`config.mk`:
```
export PLATFORM = sky130hd
export DESIGN_NAME = float_operand_entry
export DESIGN_NICKNAME = d
export VERILOG_FILES = /design/src/rtl/float_operand_entry_pkg.sv /design/src/rtl/float_operand_entry_alu_wait_timer.sv /design/src/rtl/float_operand_entry.sv
export SDC_FILE = /design/constraint.sdc
export NUM_CORES = 1
export LEC_CHECK = 0
export CORE_ASPECT_RATIO = 0.75
export CORE_MARGIN = 1
export CORE_UTILIZATION = 51
export DETAILED_ROUTE_END_ITERATION = 10
export GPL_TIMING_DRIVEN = 0
export MAX_ROUTING_LAYER = met4
export PLACE_DENSITY_LB_ADDON = 0.12
export SLEW_MARGIN = 20
export SYNTH_ARGS = -nofsm -noshare
export SYNTH_HDL_FRONTEND = slang
export SYNTH_SLANG_ARGS = --single-unit
```
`constraint.sdc`:
```
create_clock -name clk -period 2.66 [get_ports clk]
set_clock_uncertainty 0.2 [all_clocks]
set_input_delay 0.532 -clock clk [delete_from_list [all_inputs] [get_ports clk]]
set_output_delay 0.532 -clock clk [all_outputs]
set_load 0.005 [all_outputs]
```
`src/rtl/float_operand_entry_pkg.sv`:
```
// Shared types and constants for the operator-entry controller that sits
// between the input debouncer and the float ALU.
package float_entry_pkg;

  // Controller states; encoding is visible on state_out.
  typedef enum logic [1:0] {
    ST_ENTER_A = 2'd0,
    ST_ENTER_B = 2'd1,
    ST_WAIT    = 2'd2,
    ST_SHOW    = 2'd3
  } state_t;

  // Bit positions inside button_pluse.
  localparam int BTN_LOAD  = 0;
  localparam int BTN_NEXT  = 1;
  localparam int BTN_EXEC  = 2;
  localparam int BTN_CLEAR = 3;

  // Quiet NaN shown when the ALU never answers.
  localparam logic [31:0] QNAN = 32'h7FC0_0000;

  // ALU op codes taken from SW_OK[1:0] at EXEC.
  localparam logic [1:0] OP_ADD = 2'd0;
  localparam logic [1:0] OP_SUB = 2'd1;
  localparam logic [1:0] OP_MUL = 2'd2;
  localparam logic [1:0] OP_DIV = 2'd3;

  // Shift one switch byte into the low end of an operand word.
  function automatic logic [31:0] shift_in_byte(input logic [31:0] word,
                                                input logic [7:0]  data);
    return {word[23:0], data};
  endfunction

endpackage

```
`src/rtl/float_operand_entry_alu_wait_timer.sv`:
```
// Cycle counter that bounds how long the controller waits for the ALU.
// It saturates at TIMEOUT_CYCLES-1 and flags expired while sitting there.
module alu_wait_timer #(
  parameter int TIMEOUT_CYCLES = 1024
) (
  input  logic clk,
  input  logic rst,
  input  logic clear,
  input  logic enable,
  output logic expired
);

  localparam int TW = (TIMEOUT_CYCLES > 2) ? $clog2(TIMEOUT_CYCLES) : 1;
  localparam logic [TW-1:0] LAST = TW'(TIMEOUT_CYCLES - 1);

  logic [TW-1:0] count_r;

  // Count enabled cycles, holding at LAST so the counter never wraps.
  always_ff @(posedge clk) begin
    if (rst) begin
      count_r <= {TW{1'b0}};
    end else if (clear) begin
      count_r <= {TW{1'b0}};
    end else if (enable && (count_r != LAST)) begin
      count_r <= count_r + {{(TW-1){1'b0}}, 1'b1};
    end else begin
      count_r <= count_r;
    end
  end

  assign expired = (count_r == LAST);

endmodule

```
`src/rtl/float_operand_entry.sv`:
```
// Operator-entry controller: builds two IEEE-754 operands a byte at a time
// from the switches, launches the float ALU, and holds its result for the
// display. A result can be chained back in as operand A.
module float_operand_entry
  import float_entry_pkg::*;
#(
  parameter int BYTES_PER_OP   = 4,
  parameter int TIMEOUT_CYCLES = 1024
) (
  input  logic        clk,
  input  logic        rst,
  input  logic [3:0]  button_pluse,
  input  logic [7:0]  SW_OK,
  input  logic        alu_ready,
  input  logic        alu_done,
  input  logic [31:0] alu_result,
  output logic [31:0] operand_a,
  output logic [31:0] operand_b,
  output logic [1:0]  alu_op,
  output logic        alu_start,
  output logic [31:0] disp_value,
  output logic [2:0]  byte_cnt,
  output logic [1:0]  state_out,
  output logic        err
);

  localparam logic [2:0] CNT_FULL = 3'(BYTES_PER_OP);

  state_t      state_r;
  logic [31:0] operand_a_r;
  logic [31:0] operand_b_r;
  logic [31:0] result_r;
  logic [31:0] disp_value_r;
  logic [1:0]  alu_op_r;
  logic        alu_start_r;
  logic [2:0]  byte_cnt_r;
  logic        err_r;

  // Only the highest-priority pulse survives: CLEAR > EXEC > NEXT > LOAD.
  logic btn_clear_s;
  logic btn_exec_s;
  logic btn_next_s;
  logic btn_load_s;

  assign btn_clear_s = button_pluse[BTN_CLEAR];
  assign btn_exec_s  = button_pluse[BTN_EXEC] & ~button_pluse[BTN_CLEAR];
  assign btn_next_s  = button_pluse[BTN_NEXT] & ~button_pluse[BTN_EXEC]
                     & ~button_pluse[BTN_CLEAR];
  assign btn_load_s  = button_pluse[BTN_LOAD] & ~button_pluse[BTN_NEXT]
                     & ~button_pluse[BTN_EXEC] & ~button_pluse[BTN_CLEAR];

  // The timer is held at zero outside WAIT, so it starts fresh on every EXEC.
  logic timer_clear_s;
  logic timer_enable_s;
  logic timer_expired_s;

  assign timer_clear_s  = (state_r != ST_WAIT);
  assign timer_enable_s = (state_r == ST_WAIT);

  alu_wait_timer #(
    .TIMEOUT_CYCLES(TIMEOUT_CYCLES)
  ) u_timer (
    .clk    (clk),
    .rst    (rst),
    .clear  (timer_clear_s),
    .enable (timer_enable_s),
    .expired(timer_expired_s)
  );

  // Entry FSM; disp_value is updated alongside whichever register it mirrors
  // so it always shows the value belonging to the next state.
  always_ff @(posedge clk) begin
    alu_start_r <= 1'b0;
    if (rst || btn_clear_s) begin
      state_r      <= ST_ENTER_A;
      operand_a_r  <= 32'h0000_0000;
      operand_b_r  <= 32'h0000_0000;
      result_r     <= 32'h0000_0000;
      disp_value_r <= 32'h0000_0000;
      alu_op_r     <= 2'd0;
      alu_start_r  <= 1'b0;
      byte_cnt_r   <= 3'd0;
      err_r        <= 1'b0;
    end else begin
      case (state_r)
        ST_ENTER_A: begin
          if (btn_next_s) begin
            state_r      <= ST_ENTER_B;
            operand_b_r  <= 32'h0000_0000;
            disp_value_r <= 32'h0000_0000;
            byte_cnt_r   <= 3'd0;
          end else if (btn_load_s) begin
            if (byte_cnt_r < CNT_FULL) begin
              operand_a_r  <= shift_in_byte(operand_a_r, SW_OK);
              disp_value_r <= shift_in_byte(operand_a_r, SW_OK);
              byte_cnt_r   <= byte_cnt_r + 3'd1;
            end else begin
              err_r <= 1'b1;
            end
          end else begin
            state_r <= ST_ENTER_A;
          end
        end
        ST_ENTER_B: begin
          if (btn_exec_s) begin
            if (alu_ready) begin
              alu_op_r    <= SW_OK[1:0];
              alu_start_r <= 1'b1;
              state_r     <= ST_WAIT;
            end else begin
              state_r <= ST_ENTER_B;
            end
          end else if (btn_load_s) begin
            if (byte_cnt_r < CNT_FULL) begin
              operand_b_r  <= shift_in_byte(operand_b_r, SW_OK);
              disp_value_r <= shift_in_byte(operand_b_r, SW_OK);
              byte_cnt_r   <= byte_cnt_r + 3'd1;
            end else begin
              err_r <= 1'b1;
            end
          end else begin
            state_r <= ST_ENTER_B;
          end
        end
        ST_WAIT: begin
          if (alu_done) begin
            result_r     <= alu_result;
            disp_value_r <= alu_result;
            state_r      <= ST_SHOW;
          end else if (timer_expired_s) begin
            result_r     <= QNAN;
            disp_value_r <= QNAN;
            err_r        <= 1'b1;
            state_r      <= ST_SHOW;
          end else begin
            state_r <= ST_WAIT;
          end
        end
        ST_SHOW: begin
          if (btn_next_s) begin
            operand_a_r  <= result_r;
            disp_value_r <= result_r;
            byte_cnt_r   <= CNT_FULL;
            state_r      <= ST_ENTER_A;
          end else if (btn_load_s) begin
            operand_a_r  <= {24'h00_0000, SW_OK};
            disp_value_r <= {24'h00_0000, SW_OK};
            byte_cnt_r   <= 3'd1;
            state_r      <= ST_ENTER_A;
          end else begin
            state_r <= ST_SHOW;
          end
        end
        default: begin
          state_r <= ST_ENTER_A;
        end
      endcase
    end
  end

  assign operand_a  = operand_a_r;
  assign operand_b  = operand_b_r;
  assign alu_op     = alu_op_r;
  assign alu_start  = alu_start_r;
  assign disp_value = disp_value_r;
  assign byte_cnt   = byte_cnt_r;
  assign state_out  = state_r;
  assign err        = err_r;

endmodule
```
==> summary.md <==
| Metric | Value |
|---|---|
| Status | `finished clean` |
| Critical Path Source | `button_pluse[0]` |
| RePlAce Congestion | `0.949` |
| Drt first pass iters | `6` |
| Die area | `0.0141 mm²` |
| Average size of a mapped cell | `8.96 µm²` |
| Height of the die | `103 µm` |
| Critical R2R Launch | `state_out[0]$_SDFFE_PP0P_` |
| Yosys cell types | `60` |
| CTS tree | `built` |
| Post-synth top flop | `dfxtp_1` |
| Simple-gate share of the synthesized area | `0.202` |
| Area grow syn2layout | `35.5%` |
| Number of top-level pins | `153` |
| Max Fclk | `0.385 GHz` |
| DR vias | `7645` |
| Avg WL per Cell | `24.1 µm` |
| Drt initial violations | `877` |
| Via density | `6.75` |
| Hold Path Depth | `2` |
| Post-synthesis xor/xnor area fraction | `0.00251` |
| WP data required | `2.79 ns` |
| Worst path arrival time | `2.72 ns` |
| DP Area | `0.00870 mm²` |
| DP Wirelength | `20100 µm` |
| Final worst-path cycle share | `0.977` |
| Crit-path max FO | `10` |
| Root Driver | `clkbuf_16` |
| Setup crit end kind | `register` |
| Final Max Slew Viols | `0` |
| Fillers | `975` |
| Seq cells post-synth | `147` |
| Design area | `0.00944 mm²` |
| Final setup viols | `0` |
| Initial Util | `0.530` |
| CTS Sinks | `147` |
| Final Hold Fails | `0` |
| Post-route ant nets | `0` |
| RSZ-0062 raised after global routing | `no` |
| PnR Total Power | `5.23 mW` |
| Hold Startpoint | `disp_value[8]$_SDFFE_PP0P_` |
| Syn Nets | `827` |
| CP Class | `in2reg` |
| Post-synthesis compound-gate area fraction | `0.258` |
| CP peak stage delay | `0.62 ns` |
| First-pass GRT wire length | `40000 µm` |
| Synth warnings | `0` |
| Post-route DRC | `0` |
| Max VDD drop | `931 µV` |
| Num CTS Buffers | `17` |
| Leak | `3.18 nW` |
| Worst slew margin | `0.568` |
| Number of global-route vias before repair | `7100` |
| Largest net degree at the start of global routing | `17` |
| CTS H-tree depth | `4` |
| Share of the synthesized area in the top cell type | `0.422` |
| Final core utilization | `0.718` |
| Ys async rst share | `0` |
| IO Port Bufs | `152` |
| Tightest Pin Transition | `0.648 ns` |
| Worst hold path type | `reg2reg` |
| Worst-path clk slew | `0.06 ns` |
| Main combinational cell family by area after synthesis | `compound AO/OA/AOI/OAI gates` |
| Post-synth EDFFs | `0` |
| TNS Setup | `0 ns` |
| Die X-Extent | `137 µm` |
| Crit path time final | `2.60 ns` |
| Fin nets | `1000` |
| Post-Syn Area | `0.00697 mm²` |
| Cell breakdown of the critical path | `clkdlybuf4s50_1 > or4b_1 > buf_2 > nor2_4 > o221ai_4 > buf_6 > mux2_4` |
| Layout cells sized above 1 | `0.124` |
| Total wire length | `27200 µm` |
| Core area | `0.0132 mm²` |
| Max-cap violations | `0` |
| Seq/Total Area, Yosys | `0.422` |
| PwrDens | `554 mW/mm²` |
| Startpoint Class | `primary input` |
| Total GRT Usage | `0.398` |
| Post-synth top cells | `147 x dfxtp_1, 69 x clkbuf_1, 60 x nand2_1, 55 x o21ai_0, 50 x nand3_1` |
| Reg2reg path depth | `7` |
| Initial antenna violation count | `0` |
| Global-route congestion overflow total | `0` |
| Cell with the most instances after synthesis | `dfxtp_1` |
| Worst skew pair latency | `0.44 ns` |
| Synth Area in Adders | `0.00359` |
| Crit-path slowest cell | `clkdlybuf4s50_1` |
| Max Buffers Root-to-Sink | `2` |
| Top post-synthesis cells by area | `dfxtp_1 42%, a311oi_1 4.1%, o21ai_0 4.0%` |
| Multiplexer share of the synthesized area | `0.0571` |
| Mapped Cells | `777` |
| Rows | `36` |
| Yosys top cell by area | `dfxtp_1` |
[layout by cell type (no fill, tap or decap), types with 17 or more instances in the layout]
cell type,count
nand2_1,60
nand3_1,50
dfxtp_1,147
mux2i_1,27
a311oi_1,33
nor3_1,37
clkbuf_2,24
a21oi_1,43
nand4b_1,23
clkbuf_1,46
a22o_1,23
clkbuf_16,17
o21ai_0,55
clkdlybuf4s50_1,151
o31ai_1,25
[power breakdown]
group          switching [mW]  internal, mW  leakage, nW
logic                   0.211         0.151         1.69
registers              0.0116          2.21         1.18
clock network           0.971          1.68        0.306
total                    1.19          4.04         3.18
[per-layer routing]
layer	up-vias	GRT usage	routed length, µm
met5	-	-	0
met4	0	0.116	464
met3	64	0.0970	3290
met2	588	0.581	11900
met1	3670	0.544	11600
li1	3323	-	-
[final cells by class]
class                   instances  area [µm²]  area share
multi-input cells             539        3700       0.392
plain buffers                  86         398      0.0421
flip-flops and latches        147        2940       0.312
well taps                     171         214      0.0227
inverters                       5        18.8     0.00199
diodes                          1        2.50    0.000265
repair buffers                154        1540       0.163
clock buffers                  20         447      0.0473
clock inverters                 9         181      0.0192
[cells by family after synthesis]
kind of cell,Yosys count
compound gates,250
xor+xnor,2
fa+ha+maj,2
buf+inv,91
flops,147
mux,36
simple gates,249
[final timing paths]
kind                                 end  slack [ns]
min           disp_value[8]$_SDFFE_PP0P_        0.26
max reg2reg  disp_value[15]$_SDFFE_PP0P_        0.13
min reg2reg   disp_value[8]$_SDFFE_PP0P_        0.26
max          disp_value[27]$_SDFFE_PP0P_        0.06
[state kept, by name (all words and copies together) (netlist names)]
| register | count |
|---|---|
| result_r | 32 |
| alu_start | 1 |
| operand_b | 32 |
| err | 1 |
| byte_cnt | 3 |
| state_out | 2 |
| u_timer.count_r | 10 |
| disp_value | 32 |
| operand_a | 32 |
| alu_op | 2 |
[worst max-delay path, delay by kind of cell]
kind	cells	cell delay [ns]
mux	1	0.31
simple gates	2	0.61
buf+inv	3	1.07
compound gates	1	0.20
[metrics by stage]
step | setup WS, ns | std cells | hold slack, ns
global placement | -0.666 | 1100 | 0.248
CTS | 0.0453 | 1129 | 0.268
floorplan | 0.353 | 777 | 0.242
detailed placement | -0.753 | 1100 | 0.254
finish | 0.0611 | 1132 | 0.264
global route | 0.00213 | 1131 | 0.278
[timing repair]
action                     4_1_cts  5_1_grt
pin swaps                        1        1
resized for setup               25       24
hold buffers                     0        0
setup endpoints to repair      130       77
buffers inserted                 0        2
Note: power is estimated with default switching activity, not from simulation.
==> edit 1, RTL diff (config.mk and constraints unchanged) <==
`TIMEOUT_CYCLES` is set to 1024 in 2 places; all go to 512.
--- a/src/rtl/float_operand_entry_alu_wait_timer.sv
+++ b/src/rtl/float_operand_entry_alu_wait_timer.sv
@@ -2,5 +2,5 @@
 // It saturates at TIMEOUT_CYCLES-1 and flags expired while sitting there.
 module alu_wait_timer #(
-  parameter int TIMEOUT_CYCLES = 1024
+  parameter int TIMEOUT_CYCLES = 512
 ) (
   input  logic clk,
--- a/src/rtl/float_operand_entry.sv
+++ b/src/rtl/float_operand_entry.sv
@@ -6,5 +6,5 @@
 #(
   parameter int BYTES_PER_OP   = 4,
-  parameter int TIMEOUT_CYCLES = 1024
+  parameter int TIMEOUT_CYCLES = 512
 ) (
   input  logic        clk,
Formal check against the unedited RTL: same outputs for any inputs over 4 cycles, from zero or initial values; that may be too few to reach the edited logic, so the function may still have changed.
==> edit 1 against the original RTL <==
- critical path depth stayed put
- core utilization is 0.87 points lower
- area after synthesis is 2.6% lower
- largest cell class unchanged
- first-iteration DRC count is 13% higher
- final area is 2.6% lower
- routed wire length is 11% lower
- fmax is 1.2% lower
- worst setup slack worse by 0.031 ns
- sequential cell count is 1 lower
- global-route usage is 3.1 points lower
- highest routed layer unchanged
- sequential share of layout area is 0.61 points higher
- power is 3.5% lower
- synthesized cell count is 4.6% higher
==> edit 1: results (changes against the original RTL) <==
status: "complete, no violations"
tightest_slew_ns: 0.7675  # +0.1194 ns
htreeDepth: 4  # unchanged
yosysWarnings: 0  # unchanged
critical-path-slowest-cell: "clkdlybuf4s50_1"
path_clk_slew_ns: 0.07
pre_cts_slack_ns: -0.5883  # +0.1647 ns
grt_max_degree: 17  # unchanged
antenna_found_initial: 0  # unchanged
layout.nets: 1036  # +3.6%
placed_area_um2: 8523  # -2.0%
worstPathArrival_ns: 2.74  # +0.02 ns
place_congestion: 0.9677  # +1.9%
crit_path_max_incr_delay_ns: 0.53  # -0.09 ns
n_fill_cell: 1037  # +6.4%
io_buffers: 152  # unchanged
setup_tns_ns: 0  # unchanged
synth_nets: 864  # +4.5%
synthAdderAreaFrac: 0.005530  # +0.001937
place_hpwl_um: 17190  # -14%
detail_route.wl_per_cell_um: 20.78  # -14%
yosysSeqAreaShare: 0.4306  # +0.008109
synthMuxAreaShare: 0.05309  # -0.004035
grt_first_pass_wirelength_um: 36920  # -7.8%
p_leak_nw: 3.202  # +0.59%
async_flop_share: 0  # unchanged
irDropWorstVdd_v: 0.0004884  # -48%
postCtsHoldBufs: 0  # unchanged
synth-xor-area-share: 0.009032  # +0.006517
drt_iter0_drc: 993  # +13%
numCtsBuffers: 17  # unchanged
viasPerCell: 6.329  # -6.3%
synth.area.top_cells: "dfxtp_1, nand2_1, mux2i_1, a21oi_1, clkbuf_1"
drive_above_1_share: 0.08216  # -0.04179
worst_hold_path_type: "reg -> reg"
synthDistinctLibCells: 50  # -17%
cpLargestDelayFamily: "buffers and inverters"
worstPathMaxFanout: 10  # unchanged
first_pass_iters: 6  # unchanged
clk_latency_ns: 0.43
grt_pass1_vias: 6637  # -6.5%
synth_compound_area_frac: 0.2087  # -0.04893
grt.total_usage: 0.3670  # -0.03118
synthTopCellsByCount: "dfxtp_1, nand2_1, a21oi_1, clkbuf_1, nand3_1"
## edit 1: cell count changes after synthesis, moves of 22 or more
cell,change
o21ai_1,+24
a21oi_1,+27
o21ai_0,-45
nand2_1,+65
nand4b_1,-23
a22o_1,-22
nand4_1,+32
## edit 1: metal layers
metal / up-vias / global-route usage / share of wire
met5: - / - / 0
met4: 0 / 0.1305 / 0.030
met3: 75 / 0.1032 / 0.14
met2: 562 / 0.5049 / 0.41
met1: 3422 / 0.5080 / 0.42
li1: 3346 / - / -
## edit 1: where the power goes
part	internal (W)	switching (W)
sequential	0.00220	0.0000113
combinational	0.000150	0.000203
clock	0.00144	0.00105
## edit 1: cell type report
type	count	area [um2]	share of cell area
antenna	1	2.502	0.0002721
buffer	82	374.1	0.04067
clock buffer	18	439.2	0.04775
clock inverter	14	168.9	0.01836
inverter	4	15.01	0.001632
multi-input combinational	580	3525	0.3832
sequential	146	2923	0.3178
tap	171	214.0	0.02326
timing repair buffer	154	1536	0.1671
## edit 1: path summary, 6_finish.rpt
path	cells past startpoint	slack (ns)	startpoint	endpoint
worst max-delay path	7	0.03	button_pluse[3]	alu_op[1]$_SDFFE_PP0P_
worst min-delay path	2	0.26	result_r[5]$_SDFFE_PP0P_	result_r[5]$_SDFFE_PP0P_
worst max register to register	7	0.16	state_out[1]$_SDFFE_PP0P_	disp_value[10]$_SDFFE_PP0P_
worst min register to register	2	0.26	result_r[5]$_SDFFE_PP0P_	result_r[5]$_SDFFE_PP0P_
## edit 1: cells by family after synthesis
family / after synthesis
AND/OR/NAND/NOR: 324
AO/OA/AOI/OAI: 210
flip-flops: 146
buffers and inverters: 87
multiplexers: 36
XOR/XNOR: 7
adder cells (fa/ha/maj): 3
## edit 1: through the flow
stage          instances  hold slack (ns)
3_5_place_dp        1136           0.2465
3_3_place_gp        1136           0.2429
6_report            1170           0.2591
5_1_grt             1169           0.2737
4_1_cts             1168           0.2561
2_1_floorplan        813           0.2366
## edit 1: worst register-to-register path: stages, from the launching register on
cell and delay [ns]:
dfxtp_1 0.34, buf_2 0.21, and2_1 0.16, clkbuf_1 0.41, buf_1 0.47, nand3_1 0.22, a41o_1 0.28, mux2i_1 0.14
## edit 1: timing repair
item,4_1_cts,5_1_grt
buffers inserted,0,2
gates resized for setup,5,30
gates cloned,0,0
endpoints found under the setup margin,56,85
pin swaps,0,1
==> edit 2, RTL diff (same settings) <==
Without the edit above. Put one more register stage on the output `byte_cnt`, without a reset. The value now appears one clock later. The other outputs are not delayed to match.
--- a/src/rtl/float_operand_entry.sv
+++ b/src/rtl/float_operand_entry.sv
@@ -164,5 +164,7 @@
   assign alu_start  = alu_start_r;
   assign disp_value = disp_value_r;
-  assign byte_cnt   = byte_cnt_r;
+  always_ff @(posedge clk) begin
+    byte_cnt <= byte_cnt_r;
+  end
   assign state_out  = state_r;
   assign err        = err_r;
Function: changed (Yosys sat finds a counterexample within 4 cycles, from zero or initial values).
==> edit 2 against the original RTL <==
- power fell by 2.4%
- clock power fell by 7%
- register-to-register slack improved by 0.06 ns
- hold slack got worse by 0.091 ns
- sequential cell count rose by 3
- final area fell by 1.6%
- worst setup slack improved by 0.027 ns
- routed wire length fell by 3.0%
- die area barely moved
- area after synthesis barely moved
- sequential share of layout area rose by 1.2 points
- fmax rose by 1.0%
- critical path type unchanged
- largest cell class unchanged
- largest power group unchanged
==> edit 2: results (changes against the original RTL) <==
io_buffers: 151  # -0.66%
clock_area_frac: 0.06357  # -0.002965
wl_met3_um: 3451  # +5.0%
buffer_area_frac: 0.2067  # +0.001963
routed_wirelength_um: 26430  # -3.0%
buffers: 235  # -2.1%
yosysSeqAreaShare: 0.4310  # +0.008467
pre_cts_slack_ns: -0.4181  # +0.3349 ns
grt.total_usage: 0.3958  # -0.002428
rrSetupSlack_ns: 0.19  # +0.06 ns
grt_util_met3: 0.1238  # +0.02680
antenna_found_initial: 1  # +1
synth_nets: 828  # +0.12%
drt_iter0_drc: 969  # +10%
layout.nets: 998  # -0.20%
grt_pass1_vias: 7066  # -0.48%
hold_slack_ns: 0.1737  # -0.09082 ns
sh_seq_area: 0.3232  # +0.01150
first_pass_iters: 7  # +1
multi_input_gates: 540  # +0.19%
wl_met1_um: 11000  # -5.4%
r2r-start: "state_out[1]$_SDFFE_PP0P_"
grt_first_pass_wirelength_um: 39920  # -0.31%
met1_usage: 0.5142  # -0.02952
r2r-end: "disp_value[3]$_SDFFE_PP0P_"
synthDistinctLibCells: 58  # -3.3%
worstHoldStart: "byte_cnt_r[1]$_SDFFE_PP0P_"
placed_area_um2: 8693  # about the same
routed-wl-met2_um: 11290  # -4.8%
drive_above_1_share: 0.1146  # -0.009375
viasPerCell: 6.569  # -2.7%
min_path_cells: 0  # -2
synthTopCellsByCount: "dfxtp_1, a21oi_1, nand2_1, o21ai_0, clkbuf_1"
multi_input_area_um2: 3545  # -4.2%
vias: 7436  # -2.7%
n_fill_cell: 1041  # +6.8%
inv_count: 4  # -1
multi_input_area_share: 0.3815  # -0.01050
ys_ff_latch: 150  # +2.0%
status: "complete, no violations"
tightest_slew_ns: 0.7712  # +0.1231 ns
met2_usage: 0.5874  # +0.006216
n_clock_buffer: 22  # +10%
synth.area.top_cells: "dfxtp_1, a21oi_1, mux2i_1, a22o_1, nand2_1"
irDropWorstVdd_v: 0.0005391  # -42%
syn_area_per_cell_um2: 8.956  # about the same
==> edit 2: changes by cell type in the layout (fill, tap and decap cells not counted), moves of 12 or more <==
cell	before	now
nand4b_1	23	1
nand2_1	60	72
nand3_1	50	34
and3_1	2	17
o31ai_1	25	12
nand4_1	2	34
nor3_1	37	5
a21oi_1	43	87
clkbuf_2	24	1
buf_2	12	32
==> edit 2: repair_timing <==
action / CTS / global route
endpoints found under the setup margin: 0 / 20
endpoints found under the hold margin: 0 / 0
hold buffers: 0 / 0
resized for setup: 0 / 3
==> edit 2: cell families after synthesis <==
logic type / synth area share
compound gates: 0.2720
simple gates: 0.1812
flops: 0.4310
buf+inv: 0.06069
mux: 0.05028
fa+ha+maj: 0.003591
xor+xnor: 0.001257
==> edit 2: power breakdown <==
part | switching (W) | total [W] | internal, W
logic | 0.000218 | 0.000376 | 0.000158
registers | 0.0000121 | 0.00227 | 0.00226
clock network | 0.000949 | 0.00246 | 0.00151
total | 0.00118 | 0.00511 | 0.00393
==> edit 2: critical path, stage by stage <==
cell             delay [ns]
clkdlybuf4s50_1        0.49
buf_6                  0.18
nor2_2                 0.26
a211oi_1               0.11
o22ai_2                0.61
buf_6                  0.29
mux2i_1                0.24
==> edit 2: worst max path at each step <==
stage	start	end	slack [ns]	cells after the start
2_1_floorplan	button_pluse[2]	disp_value[29]$_SDFFE_PP0P_	0.56	7
3_3_place_gp	button_pluse[3]	result_r[24]$_SDFFE_PP0P_	-0.40	6
3_5_place_dp	button_pluse[3]	result_r[24]$_SDFFE_PP0P_	-0.42	6
4_1_cts	button_pluse[3]	result_r[25]$_SDFFE_PP0P_	0.006	6
5_1_grt	button_pluse[1]	operand_b[4]$_SDFFE_PP0P_	0.0007	7
6_report	button_pluse[1]	disp_value[3]$_SDFFE_PP0P_	0.09	7
